`src/rtl/alarm_ctrl.sv`:
```
// alarm_ctrl: stores two BCD alarm times with enable flags, edits them from
// debounced key pulses while the alarm display mode is active, and rings the
// buzzer when the running time reaches an enabled alarm.
// Optional feature: define ALARM_SNOOZE_EN to add a snooze state.
module alarm_ctrl #(
  parameter int unsigned RING_SEC   = 30,
  parameter int unsigned SNOOZE_SEC = 300
) (
  input  logic        clk,
  input  logic        rst,
  input  logic        mode_active,
  input  logic        key_sel,
  input  logic        key_field,
  input  logic        key_inc,
  input  logic        key_stop,
  input  logic [23:0] clock_data,
  input  logic        sec_tick,
  output logic [19:0] alarm_data_1,
  output logic [19:0] alarm_data_2,
  output logic [3:0]  alarm_data_mode,
  output logic [5:0]  mode_seg,
  output logic        ringing,
  output logic        buzzer
);

  typedef enum logic [1:0] {F_HOUR, F_MIN, F_EN} field_e;
`ifdef ALARM_SNOOZE_EN
  typedef enum logic [1:0] {R_IDLE, R_RING, R_SNOOZE} ring_e;
`else
  typedef enum logic {R_IDLE, R_RING} ring_e;
`endif

  typedef struct packed {
    logic       en;
    logic [7:0] hh;
    logic [7:0] mm;
  } alarm_t;

  localparam alarm_t     ALARM_1_RST = '{en: 1'b0, hh: 8'h07, mm: 8'h00};
  localparam alarm_t     ALARM_2_RST = '{en: 1'b0, hh: 8'h07, mm: 8'h30};
  localparam logic [7:0] RING_LAST   = 8'(RING_SEC - 1);

  // BCD increment that wraps from 'top' back to 00.
  function automatic logic [7:0] bcd_inc(input logic [7:0] v, input logic [7:0] top);
    if (v == top)             return 8'h00;
    else if (v[3:0] == 4'd9)  return {v[7:4] + 4'd1, 4'd0};
    else                      return {v[7:4], v[3:0] + 4'd1};
  endfunction

  field_e     field_q, field_d;
  logic       sel_q, sel_d;          // 0 = alarm 1, 1 = alarm 2
  alarm_t     alarm_1_q, alarm_1_d;
  alarm_t     alarm_2_q, alarm_2_d;
  alarm_t     edit;
  logic [5:0] mode_seg_q, mode_seg_d;

  ring_e      ring_q, ring_d;
  logic [7:0] ring_cnt_q, ring_cnt_d;
  logic       buzzer_q, buzzer_d;
  logic       match;

`ifdef ALARM_SNOOZE_EN
  localparam logic [9:0] SNOOZE_LAST = 10'(SNOOZE_SEC - 1);
  logic [9:0] snooze_cnt_q, snooze_cnt_d;
`else
  logic [9:0] snooze_unused;
  assign snooze_unused = 10'(SNOOZE_SEC);
`endif

  // An alarm fires only at second 00 of its hh:mm, and only if enabled.
  assign match = sec_tick && (clock_data[7:0] == 8'h00) &&
                 ((alarm_1_q.en && (clock_data[23:8] == {alarm_1_q.hh, alarm_1_q.mm})) ||
                  (alarm_2_q.en && (clock_data[23:8] == {alarm_2_q.hh, alarm_2_q.mm})));

  // Edit FSM: key decoding with sel > field > inc priority, plus blink mask.
  always_comb begin
    // NOTE: every variable gets a default first so no path leaves it unassigned (no latches).
    field_d   = field_q;
    sel_d     = sel_q;
    alarm_1_d = alarm_1_q;
    alarm_2_d = alarm_2_q;
    edit      = sel_q ? alarm_2_q : alarm_1_q;

    if (!mode_active) begin
      field_d = F_HOUR;
    end else if (key_sel) begin
      sel_d   = ~sel_q;
      field_d = F_HOUR;
    end else if (key_field) begin
      case (field_q)
        F_HOUR:  field_d = F_MIN;
        F_MIN:   field_d = F_EN;
        default: field_d = F_HOUR;
      endcase
    end else if (key_inc) begin
      case (field_q)
        F_HOUR:  edit.hh = bcd_inc(edit.hh, 8'h23);
        F_MIN:   edit.mm = bcd_inc(edit.mm, 8'h59);
        default: edit.en = ~edit.en;
      endcase
      if (sel_q) alarm_2_d = edit;
      else       alarm_1_d = edit;
    end

    if (!mode_active) begin
      mode_seg_d = 6'h3F;
    end else begin
      case (field_d)
        F_HOUR:  mode_seg_d = 6'b001111;
        F_MIN:   mode_seg_d = 6'b110011;
        default: mode_seg_d = 6'b111101;
      endcase
    end
  end

  // Ring FSM: start on match, time out after RING_SEC ticks, stop on key_stop.
  always_comb begin
    ring_d     = ring_q;
    ring_cnt_d = ring_cnt_q;
    buzzer_d   = buzzer_q;
`ifdef ALARM_SNOOZE_EN
    snooze_cnt_d = snooze_cnt_q;
`endif
    case (ring_q)
      R_IDLE: begin
        if (match) begin
          ring_d     = R_RING;
          ring_cnt_d = '0;
          buzzer_d   = 1'b1;
        end
      end
      R_RING: begin
        if (key_stop) begin
`ifdef ALARM_SNOOZE_EN
          ring_d       = R_SNOOZE;
          snooze_cnt_d = '0;
`else
          ring_d       = R_IDLE;
`endif
          buzzer_d = 1'b0;
        end else if (sec_tick) begin
          if (ring_cnt_q == RING_LAST) begin
            ring_d   = R_IDLE;
            buzzer_d = 1'b0;
          end else begin
            ring_cnt_d = ring_cnt_q + 8'd1;
            buzzer_d   = ~buzzer_q;
          end
        end
      end
`ifdef ALARM_SNOOZE_EN
      R_SNOOZE: begin
        if (key_stop) begin
          ring_d = R_IDLE;
        end else if (match || (sec_tick && (snooze_cnt_q == SNOOZE_LAST))) begin
          ring_d     = R_RING;
          ring_cnt_d = '0;
          buzzer_d   = 1'b1;
        end else if (sec_tick) begin
          snooze_cnt_d = snooze_cnt_q + 10'd1;
        end
      end
`endif
      default: begin
        ring_d   = R_IDLE;
        buzzer_d = 1'b0;
      end
    endcase
  end

  // State registers with synchronous reset.
  always_ff @(posedge clk) begin
    // NOTE: non-blocking assignments so every flop samples pre-edge values.
    if (rst) begin
      field_q    <= F_HOUR;
      sel_q      <= 1'b0;
      alarm_1_q  <= ALARM_1_RST;
      alarm_2_q  <= ALARM_2_RST;
      mode_seg_q <= 6'h3F;
      ring_q     <= R_IDLE;
      ring_cnt_q <= '0;
      buzzer_q   <= 1'b0;
`ifdef ALARM_SNOOZE_EN
      snooze_cnt_q <= '0;
`endif
    end else begin
      field_q    <= field_d;
      sel_q      <= sel_d;
      alarm_1_q  <= alarm_1_d;
      alarm_2_q  <= alarm_2_d;
      mode_seg_q <= mode_seg_d;
      ring_q     <= ring_d;
      ring_cnt_q <= ring_cnt_d;
      buzzer_q   <= buzzer_d;
`ifdef ALARM_SNOOZE_EN
      snooze_cnt_q <= snooze_cnt_d;
`endif
    end
  end

  assign alarm_data_1    = {3'b000, alarm_1_q};
  assign alarm_data_2    = {3'b000, alarm_2_q};
  assign alarm_data_mode = sel_q ? 4'd2 : 4'd1;
  assign mode_seg        = mode_seg_q;
  assign ringing         = (ring_q == R_RING);
  assign buzzer          = buzzer_q;

endmodule
```
`config.mk`:
```
export PLATFORM = sky130hd
export DESIGN_NAME = alarm_ctrl
export DESIGN_NICKNAME = d
export VERILOG_FILES = /design/src/rtl/alarm_ctrl.sv
export SDC_FILE = /design/constraint.sdc
export NUM_CORES = 1
export LEC_CHECK = 0
export ABC_AREA = 1
export BUFFER_PORTS_ARGS = -buffer_cell sky130_fd_sc_hd__buf_2
export CAP_MARGIN = 10
export CORE_MARGIN = 8
export CORE_UTILIZATION = 50
export CTS_BUF_LIST = sky130_fd_sc_hd__clkbuf_2
export DETAILED_ROUTE_END_ITERATION = 10
export GPL_ROUTABILITY_DRIVEN = 0
export PLACE_DENSITY = 0.76
export SLEW_MARGIN = 5
export SYNTH_ARGS = -nofsm -noshare
export SYNTH_HDL_FRONTEND = slang
export SYNTH_SLANG_ARGS = --single-unit
```
`constraint.sdc`:
```
create_clock -name clk -period 4.2 [get_ports clk]
set_input_delay 0.84 -clock clk [delete_from_list [all_inputs] [get_ports clk]]
set_output_delay 0.84 -clock clk [all_outputs]
set_load 0.005 [all_outputs]
```
==> summary.txt, run 1 <==
first drt pass iteration count: 5
Netlist cell types: 40
# fillers: 674
Vias: 3445
Hold Violations, Final: 0
clk root buf: clkbuf_2
worst reg-to-reg path cell count: 11
post-synth top area cell: dfxtp_1
Hold-fix buffers, CTS: 0
P per Cell Area: 245.5 nW/um2
Clk Latency, worst-skew pair: 0.44 ns
largest net degree at the start of global routing: 36
post-cts gate resize count: 0
worst setup margin: 1.916 ns
Yosys reg bits: 50
Worst Setup End Kind: output port
largest fanout on the critical path: 33
Die H: 98.31 um
vias in the first global route: 3326
Layout area overhead: 11.67%
clock buffer depth: 2
Post-Syn Area per Cell: 6.439 um2
total global routing track utilization: 0.1823
crit share post-route: 0.5439
Max Transition Viols Final: 0
DRC Markers: 0
setup TNS: 0 ns
VDD IR max: 0.0001220 V
RSZ-0062 raised after global routing: false
Max-Cap Viols: 0
WL per Instance: 13.24 um
DP Worst Slack: 1.621 ns
core area: 6681 um2
Detail Route Antenna Nets: 0
leading cell types by total area after synthesis: dfxtp_1, nand2_1, inv_1
n_diodes: 0
Worst-Margin Slew: 1.002 ns
final setup fails: 0
slew margin rel.: 0.3272
total chip power: 928.4 uW
share of synthesized flip-flops with an asynchronous set or reset: 0
initial core utilization: 0.5069
Worst EP required: 3.36 ns
layout cells sized above 1: 0.1949
Hold Crit Depth: 2
initial antenna violation count: 0
Ports: 84
fmax: 437.7 MHz
post-CTS setup buffer count: 0
remaining global-route overflow: 0
Cell Rows: 30
initial drt markers: 198
Final HPWL DP: 6982 um
share of the synthesized area in the top cell type: 0.2955
Clock Pin Slew Worst Setup and Hold Paths: 0.26 ns
Num CTS Buffers: 5
number of flops mapped to enable cells by yosys: 0
Total Nets Final: 629
Worst Hold Class: register to register
Worst EP arrival: 1.44 ns
TritonCTS clock tree: yes
YS warnings: 0
DRT Wirelength: 8869 um
CP startpoint kind: register
first-pass GRT wire length: 14850 um
Synth Flop Type: dfxtp_1
Post-Synthesis Cells: 526
Port Buffer Count: 74
synthesized cell area: 3387 um2
routed vias/inst: 5.142
Setup Skew: 0.01986 ns
critical path class: register to output port
sequential area share after synthesis: 0.2955
H-tree levels: 2
Sink Count: 50
status: finished clean
Tmin final: 2.284 ns
Leakage: 1.865 nW
die footprint: 9664 um2
chip width: 98.31 um
[where the power goes]
| group | switching (mW) | leakage, nW | internal [mW] |
|---|---|---|---|
| clock | 0.159 | 0.0392 | 0.103 |
| sequential | 0.00969 | 0.405 | 0.486 |
| combinational | 0.107 | 1.42 | 0.0637 |
[cell type report]
cell class / instances / area (um2) / area share
inverters: 84 / 315.3 / 0.08336
well taps: 80 / 100.1 / 0.02646
clock inverters: 2 / 37.54 / 0.009924
flip-flops and latches: 50 / 1001 / 0.2646
clock buffers: 6 / 30.03 / 0.007939
repair buffers: 76 / 385.4 / 0.1019
multi-input cells: 372 / 1913 / 0.5058
[final timing paths]
kind                                                    from                      endpoint  slack (ns)
worst max-delay path                      sel_q$_SDFFE_PP0P_            alarm_data_mode[1]        1.92
worst min-delay path            alarm_data_2[9]$_SDFFE_PP1P_  alarm_data_2[9]$_SDFFE_PP1P_        0.54
worst max register to register            sel_q$_SDFFE_PP0P_  alarm_data_1[9]$_SDFFE_PP1P_        2.02
worst min register to register  alarm_data_2[9]$_SDFFE_PP1P_  alarm_data_2[9]$_SDFFE_PP1P_        0.54
[kinds of logic (layout without fill, tap and decap cells)]
family / count (synthesis) / in the layout / synth area share
xor gates and xnor gates: 12 / 12 / 0.03103
buffers and inverters: 111 / 168 / 0.1474
AOI/OAI and AO/OA: 116 / 116 / 0.1936
other: 2 / 9 / 0.002217
adders and majority gates: 8 / 8 / 0.02955
DFF: 50 / 50 / 0.2955
and+or+nand+nor: 227 / 227 / 0.3007
[metrics by stage]
stage               instances    util  hold WS (ns)  area, um2
finish                    670  0.5661        0.5395       3782
floorplan                 533       -        0.4741       3413
global route              670  0.5661        0.5706       3782
CTS                       670  0.5661        0.5328       3782
detailed placement        662  0.5560        0.5048       3715
global placement          662  0.5560        0.4947       3715
[flip-flops by register name (all words and copies together) (netlist names)]
register      flops
alarm_data_1     17
alarm_data_2     17
buzzer            1
field_q           2
mode_seg          3
ring_cnt_q        8
ringing           1
sel_q             1
[synth_stat cells (all sizes together), types with 2 or more instances]
cell type and instances:
a21oi 46, nor4 3, xor2 4, nor2 45, nand4 7, xnor2 8, buf 20, ha 8
or2 4, inv 84, nand3 30, o211ai 4, o22ai 2, o21ai 60, conb 2, nor3 7
nand2 129, clkbuf 7, dfxtp 50
[cells in the final DEF, fill, tap and decap left out, drive strengths merged, types with 2 or more instances in the layout]
master  count
a21oi      46
buf        76
clkbuf      6
conb        9
dfxtp      50
ha          8
inv        84
nand2     129
nand3      30
nand4       7
nor2       45
nor3        7
nor4        3
o211ai      4
o21ai      60
o22ai       2
or2         4
xnor2       8
xor2        4
[critical path, cell delays in order (launching register included)]
cell     delay [ns]
dfxtp_1        0.41
buf_4          0.38
buf_2          0.20
[routing by layer]
metal  routed length [um]  part of all wire  vias up  track usage
met4                  148             0.017        0      0.05667
met3                  554             0.062       13      0.03627
li1                     -                 -     1778            -
met2                 4145              0.47      106       0.3176
met5                    0                 0        -            0
met1                 4021              0.45     1548       0.2183
No activity file was read; power rests on OpenSTA's default activity.
==> run 2, diff against run 1 <==
--- a/config.mk
+++ b/config.mk
@@ -13,7 +13,7 @@
 export CTS_BUF_LIST = sky130_fd_sc_hd__clkbuf_2
 export DETAILED_ROUTE_END_ITERATION = 10
 export GPL_ROUTABILITY_DRIVEN = 0
-export PLACE_DENSITY = 0.76
+export PLACE_DENSITY = 0.79
 export SLEW_MARGIN = 5
 export SYNTH_ARGS = -nofsm -noshare
 export SYNTH_HDL_FRONTEND = slang
==> constraint.sdc (replaced) <==
create_clock -name clk -period 1.9 [get_ports clk]
set_input_delay 0.38 -clock clk [delete_from_list [all_inputs] [get_ports clk]]
set_output_delay 0.38 -clock clk [all_outputs]
set_load 0.005 [all_outputs]
==> run 2 against run 1 <==
Against the previous run: sequential power is 120% higher; final cell count grew 2.1%; global-route usage up 0.19 points; cell area increased by 3.2%; sequential share of layout area decreased by 0.49 points; critical path type is now register to register; setup slack worse by 1.8 ns; die area is the same; critical path depth rose by 8; wire length is 4.2% higher; clock-buffer cell count is 1 lower; via count up 3.0%; sequential cell count unchanged.
==> summary.txt, run 2 (synthesis results as in run 1) <==
# fillers: 649
routed vias/inst: 5.190
status: finished clean
first drt pass iteration count: 5
WL per Instance: 13.51 um
Layout area overhead: 15.22%
most frequent cells in the layout: nand2_1, inv_1, buf_2
Cell Rows: 30
total chip power: 1.960 mW
Hold Violations, Final: 0
CP startpoint kind: register
vias in the first global route: 3379
final setup fails: 0
initial core utilization: 0.5069
Final HPWL DP: 7110 um
r2r startpoint: sel_q$_SDFFE_PP0P_
P per Cell Area: 502.2 nW/um2
Util after Layout: 0.5841
critical path class: register to register
Max-Cap Viols: 0
fin area: 3902 um2
core area: 6681 um2
fmax: 571.3 MHz
Hold-fix buffers, CTS: 0
Setup Skew: 0.01186 ns
Clock Pin Slew Worst Setup and Hold Paths: 0.28 ns
remaining global-route overflow: 0
Tmin final: 1.750 ns
r2r setup slk: 0.15 ns
Max stage delay on crit path: 0.43 ns
layout cells sized above 1: 0.2285
Die H: 98.31 um
Worst EP arrival: 2.15 ns
Min-Delay Endpoint: sel_q$_SDFFE_PP0P_
Ports: 84
Vias: 3550
Port Buffer Count: 74
first-pass GRT wire length: 15030 um
Num CTS Buffers: 5
Min-Delay Startpoint: key_sel
n_diodes: 0
Sink Count: 50
Worst Setup End Kind: register
Placed Area: 3817 um2
TritonCTS clock tree: yes
Detail Route Antenna Nets: 0
Clk Latency, worst-skew pair: 0.45 ns
Worst Hold Class: input port to register
FF-to-FF End: alarm_data_1[11]$_SDFFE_PP0P_
Leakage: 1.932 nW
Max Transition Viols Final: 0
Worst EP required: 2.30 ns
die footprint: 9664 um2
Total Nets Final: 643
crit share post-route: 0.9213
chip width: 98.31 um
largest fanout on the critical path: 15
total global routing track utilization: 0.1842
DRT Wirelength: 9240 um
initial antenna violation count: 0
largest net degree at the start of global routing: 22
DRC Markers: 0
initial drt markers: 196
worst reg-to-reg path cell count: 10
worst path cell trace: buf_12 > o21ai_2 > ha_1 > nand2_1 > nor2_1 > nand4_2 > nand3_2 > o22ai_1 > o21ai_1 > inv_1
clk root buf: clkbuf_2
Hold Crit Depth: 3
VDD IR max: 0.0002864 V
H-tree levels: 2
CP max-delay cell: dfxtp_4
most common cell after layout, fill and taps aside: nand2_1
clock buffer depth: 2
setup TNS: 0 ns
run 2: cell count changes in the layout (fill, tap and decap cells not counted), sizes merged:
cell	delta
buf	+13
bufinv	-1
clkbuf	-1
clkinv	+1
inv	+1
nand2	+1
run 2: per-stage QoR:
stage | setup WS, ns | std cells | hold WS (ns)
after floorplan | 0.01263 | 533 | 0.4741
after global routing | -0.03641 | 684 | 0.1195
final | 0.1496 | 684 | 0.1586
after detailed placement | -0.005578 | 674 | 0.5045
after global placement | 0.04712 | 674 | 0.4972
after CTS | 0.04134 | 682 | 0.1576
run 2: worst max path at each step:
| stage | to | cells after the start | from | slack, ns |
|---|---|---|---|---|
| floorplan | alarm_data_2[11]$_SDFFE_PP0P_ | 12 | sel_q$_SDFFE_PP0P_ | 0.01 |
| global placement | ring_cnt_q[1]$_SDFFE_PP0P_ | 14 | clock_data[13] | 0.05 |
| detailed placement | ring_cnt_q[1]$_SDFFE_PP0P_ | 14 | clock_data[13] | -0.006 |
| CTS | ring_cnt_q[1]$_SDFFE_PP0P_ | 14 | alarm_data_1[1]$_SDFFE_PP0P_ | 0.04 |
| global route | ring_cnt_q[1]$_SDFFE_PP0P_ | 14 | alarm_data_1[5]$_SDFFE_PP0P_ | -0.04 |
| finish | alarm_data_1[11]$_SDFFE_PP0P_ | 10 | sel_q$_SDFFE_PP0P_ | 0.15 |
run 2: worst max-delay path, delay by kind of cell (launching register included):
| kind | cells | cell delay [ns] |
|---|---|---|
| compound gates | 3 | 0.43 |
| fa+ha+maj | 1 | 0.19 |
| buf+inv | 2 | 0.20 |
| flops | 1 | 0.43 |
| simple gates | 4 | 0.44 |
run 2: final cells by class:
class | count | area, um2 | share of cell area
repair buffers | 89 | 499.2 | 0.1279
clock buffers | 5 | 25.02 | 0.006412
multi-input cells | 373 | 1929 | 0.4944
well taps | 80 | 100.1 | 0.02565
inverters | 84 | 315.3 | 0.08080
flip-flops and latches | 50 | 1013 | 0.2597
clock inverters | 3 | 20.02 | 0.005130
run 2: per-layer routing:
metal  vias up  wire length [um]  global-route usage
li1       1823                 -                   -
met2       117              4475              0.3187
met4         0               180             0.06966
met1      1596              4046              0.2178
met3        14               538             0.03698
met5         -                 0                   0
run 2: power by group:
part	internal [mW]	total, mW	leakage (nW)	switching [mW]
logic	0.157	0.394	1.50	0.237
registers	1.07	1.10	0.406	0.0236
clock network	0.0912	0.468	0.0270	0.377
run 2: timing repair:
action                     4_1_cts  5_1_grt
gates resized for setup          0       15
setup endpoints to repair        0       30
setup buffers                    0        1
==> run 3, diff against run 2 <==
--- a/config.mk
+++ b/config.mk
@@ -5,15 +5,15 @@
 export SDC_FILE = /design/constraint.sdc
 export NUM_CORES = 1
 export LEC_CHECK = 0
-export ABC_AREA = 1
+export ABC_AREA = 0
 export BUFFER_PORTS_ARGS = -buffer_cell sky130_fd_sc_hd__buf_2
 export CAP_MARGIN = 10
 export CORE_MARGIN = 8
-export CORE_UTILIZATION = 50
+export CORE_UTILIZATION = 49
 export CTS_BUF_LIST = sky130_fd_sc_hd__clkbuf_2
 export DETAILED_ROUTE_END_ITERATION = 10
 export GPL_ROUTABILITY_DRIVEN = 0
-export PLACE_DENSITY = 0.79
+export PLACE_DENSITY = 0.78
 export SLEW_MARGIN = 5
 export SYNTH_ARGS = -nofsm -noshare
 export SYNTH_HDL_FRONTEND = slang
==> run 3 against run 2 <==
Against the previous run: the run now ends with negative setup slack left; power increased by 0.41%; die area decreased by 4.6%; global-route usage increased by 1.7 points; combinational power increased by 13%; sequential share of layout area decreased by 3.2 points; critical endpoint is now alarm_data_2[10]$_SDFFE_PP1P_.
==> summary.txt, run 3 <==
Hold Crit Depth: 2
Min-Delay Startpoint: mode_active
n_diodes: 0
worst setup margin: -0.2660 ns
worst reg-to-reg path cell count: 7
leading cell types by total area after synthesis: dfxtp_1, xnor2_1, nor2_1
slew margin rel.: 0.6135
Die H: 96.01 um
fin area: 4417 um2
Post-Synthesis Cells: 383
remaining global-route overflow: 0
YS warnings: 0
most common cell after layout, fill and taps aside: buf_2
RSZ-0062 raised after global routing: true
Leakage: 1.812 nW
Max Transition Viols Final: 0
Port Buffer Count: 74
Worst Setup End Kind: register
Hold Violations, Final: 0
Setup Skew: 0.02172 ns
Num CTS Buffers: 5
H-tree levels: 2
Ports: 84
Vias: 3484
Final HPWL DP: 7062 um
total global routing track utilization: 0.2017
CP startpoint kind: register
Min-Delay Endpoint: mode_seg[4]$_SDFF_PP1_
largest net degree at the start of global routing: 48
routed vias/inst: 5.956
first drt pass iteration count: 6
failing checks: negative setup slack
layout cells sized above 1: 0.4193
Layout area overhead: 40.81%
final setup fails: 23
status: complete, but fails checks
Clk network pwr share: 0.221
DRC Markers: 0
critical path class: register to register
Placed Area: 3951 um2
Worst-Margin Slew: 0.5798 ns
total chip power: 1.968 mW
synthesized cell area: 3137 um2
Sink Count: 50
VDD IR max: 0.0003305 V
initial antenna violation count: 0
FF-to-FF End: alarm_data_2[10]$_SDFFE_PP1P_
switching share of power: 0.3064
count leader, synth: dfxtp_1
DRT Wirelength: 11150 um
Yosys reg bits: 50
Hold-fix buffers, CTS: 0
Total Nets Final: 548
Post-Syn Area per Cell: 8.190 um2
Tmin final: 2.166 ns
Detail Route Antenna Nets: 0
P per Cell Area: 445.6 nW/um2
r2r setup slk: -0.27 ns
register area: 1006 um2
# fillers: 435
post-synth top area cell: dfxtp_1
Synth Flop Type: dfxtp_1
Netlist cell types: 52
r2r startpoint: sel_q$_SDFFE_PP0P_
core area: 6277 um2
Multi-input gate area: 2278 um2
fmax: 461.7 MHz
chip width: 96.01 um
crit share post-route: 1.140
sequential area share after synthesis: 0.3191
Psw: 603.0 uW
internal power: 1.365 mW
top cells by count, synth: dfxtp_1, nor2_1, xnor2_1
initial drt markers: 283
Cell Rows: 29
die footprint: 9218 um2
Worst Hold Class: input port to register
share of synthesized flip-flops with an asynchronous set or reset: 0
sequential share of power: 0.553
Worst EP arrival: 2.55 ns
Clock Pin Slew Worst Setup and Hold Paths: 0.27 ns
Clk Latency, worst-skew pair: 0.45 ns
first-pass GRT wire length: 14810 um
most frequent cells in the layout: buf_2, buf_4, dfxtp_1
share of the synthesized area in the top cell type: 0.3191
clk root buf: clkbuf_2
largest fanout on the critical path: 7
number of flops mapped to enable cells by yosys: 0
TritonCTS clock tree: yes
clock buffer depth: 2
Worst EP required: 2.29 ns
initial core utilization: 0.4997
Max-Cap Viols: 0
combinational power share: 0.226
WL per Instance: 19.05 um
vias in the first global route: 3090
[run 3: stage by stage]
step | utilization | hold WS (ns) | setup TNS, ns | setup slack (ns) | cells
after floorplan | - | 0.4372 | -1.689 | -0.2104 | 390
after CTS | 0.6562 | 0.1278 | -1.565 | -0.1594 | 581
after global placement | 0.6295 | 0.4534 | -1.117 | -0.08885 | 566
after global routing | 0.7036 | 0.1070 | -5.505 | -0.3654 | 585
final | 0.7036 | 0.1410 | -3.074 | -0.2660 | 585
after detailed placement | 0.6295 | 0.4961 | -2.774 | -0.1733 | 566
[run 3: worst max path at each step]
stage	from	end	slack, ns	depth (start not counted)
5_1_grt	sel_q$_SDFFE_PP0P_	alarm_data_2[10]$_SDFFE_PP1P_	-0.37	7
3_3_place_gp	sel_q$_SDFFE_PP0P_	alarm_data_2[9]$_SDFFE_PP1P_	-0.09	8
3_5_place_dp	sel_q$_SDFFE_PP0P_	alarm_data_1[8]$_SDFFE_PP1P_	-0.17	8
2_1_floorplan	sel_q$_SDFFE_PP0P_	alarm_data_1[10]$_SDFFE_PP1P_	-0.21	12
4_1_cts	sel_q$_SDFFE_PP0P_	alarm_data_1[8]$_SDFFE_PP1P_	-0.16	10
6_report	sel_q$_SDFFE_PP0P_	alarm_data_2[10]$_SDFFE_PP1P_	-0.27	7
[run 3: cell type report]
cell class,instances,area share
Inverter,14,0.01190
Clock buffer,5,0.005666
Sequential cell,50,0.2278
Clock inverter,2,0.002266
Tap cell,77,0.02181
Multi-Input combinational cell,295,0.5159
Timing Repair Buffer,142,0.2147
[run 3: power groups by stage]
stage / Clock (mW) / Sequential (mW) / Combinational [mW]
3_3_place_gp: 0 / 1.10 / 0.326
3_5_place_dp: 0 / 1.11 / 0.334
4_1_cts: 0.438 / 1.08 / 0.360
6_report: 0.436 / 1.09 / 0.445
5_1_grt: 0.482 / 1.09 / 0.471
2_1_floorplan: 0 / 1.10 / 0.211
[run 3: critical path: stages (launching register included)]
cell       delay (ns)
dfxtp_4          0.47
buf_6            0.17
mux2_2           0.39
a2111oi_4        0.43
a2111oi_1        0.09
a21oi_1          0.24
nor2_1           0.09
a211o_1          0.22
[run 3: kinds of logic (layout without fill, tap and decap cells)]
group | count (synthesis) | after routing | synth area share
xor+xnor | 43 | 43 | 0.1201
buf+inv | 45 | 163 | 0.07419
compound gates | 75 | 75 | 0.1659
flops | 50 | 50 | 0.3191
simple gates | 140 | 140 | 0.2210
other cells | 2 | 9 | 0.002394
mux | 20 | 20 | 0.06541
fa+ha+maj | 8 | 8 | 0.03191
[run 3: repair_timing]
item / in CTS / in global routing
endpoints found under the setup margin: 20 / 32
pin swaps: 9 / 30
resized for setup: 19 / 57
setup buffers: 8 / 4
[run 3: routing by layer]
metal	vias to the layer above	part of all wire	wire length [um]	GRT usage
li1	1573	-	-	-
met1	1654	0.38	4217	0.2421
met2	205	0.50	5548	0.3502
met3	52	0.084	935	0.04056
met4	0	0.040	446	0.06530
met5	-	0	0	0
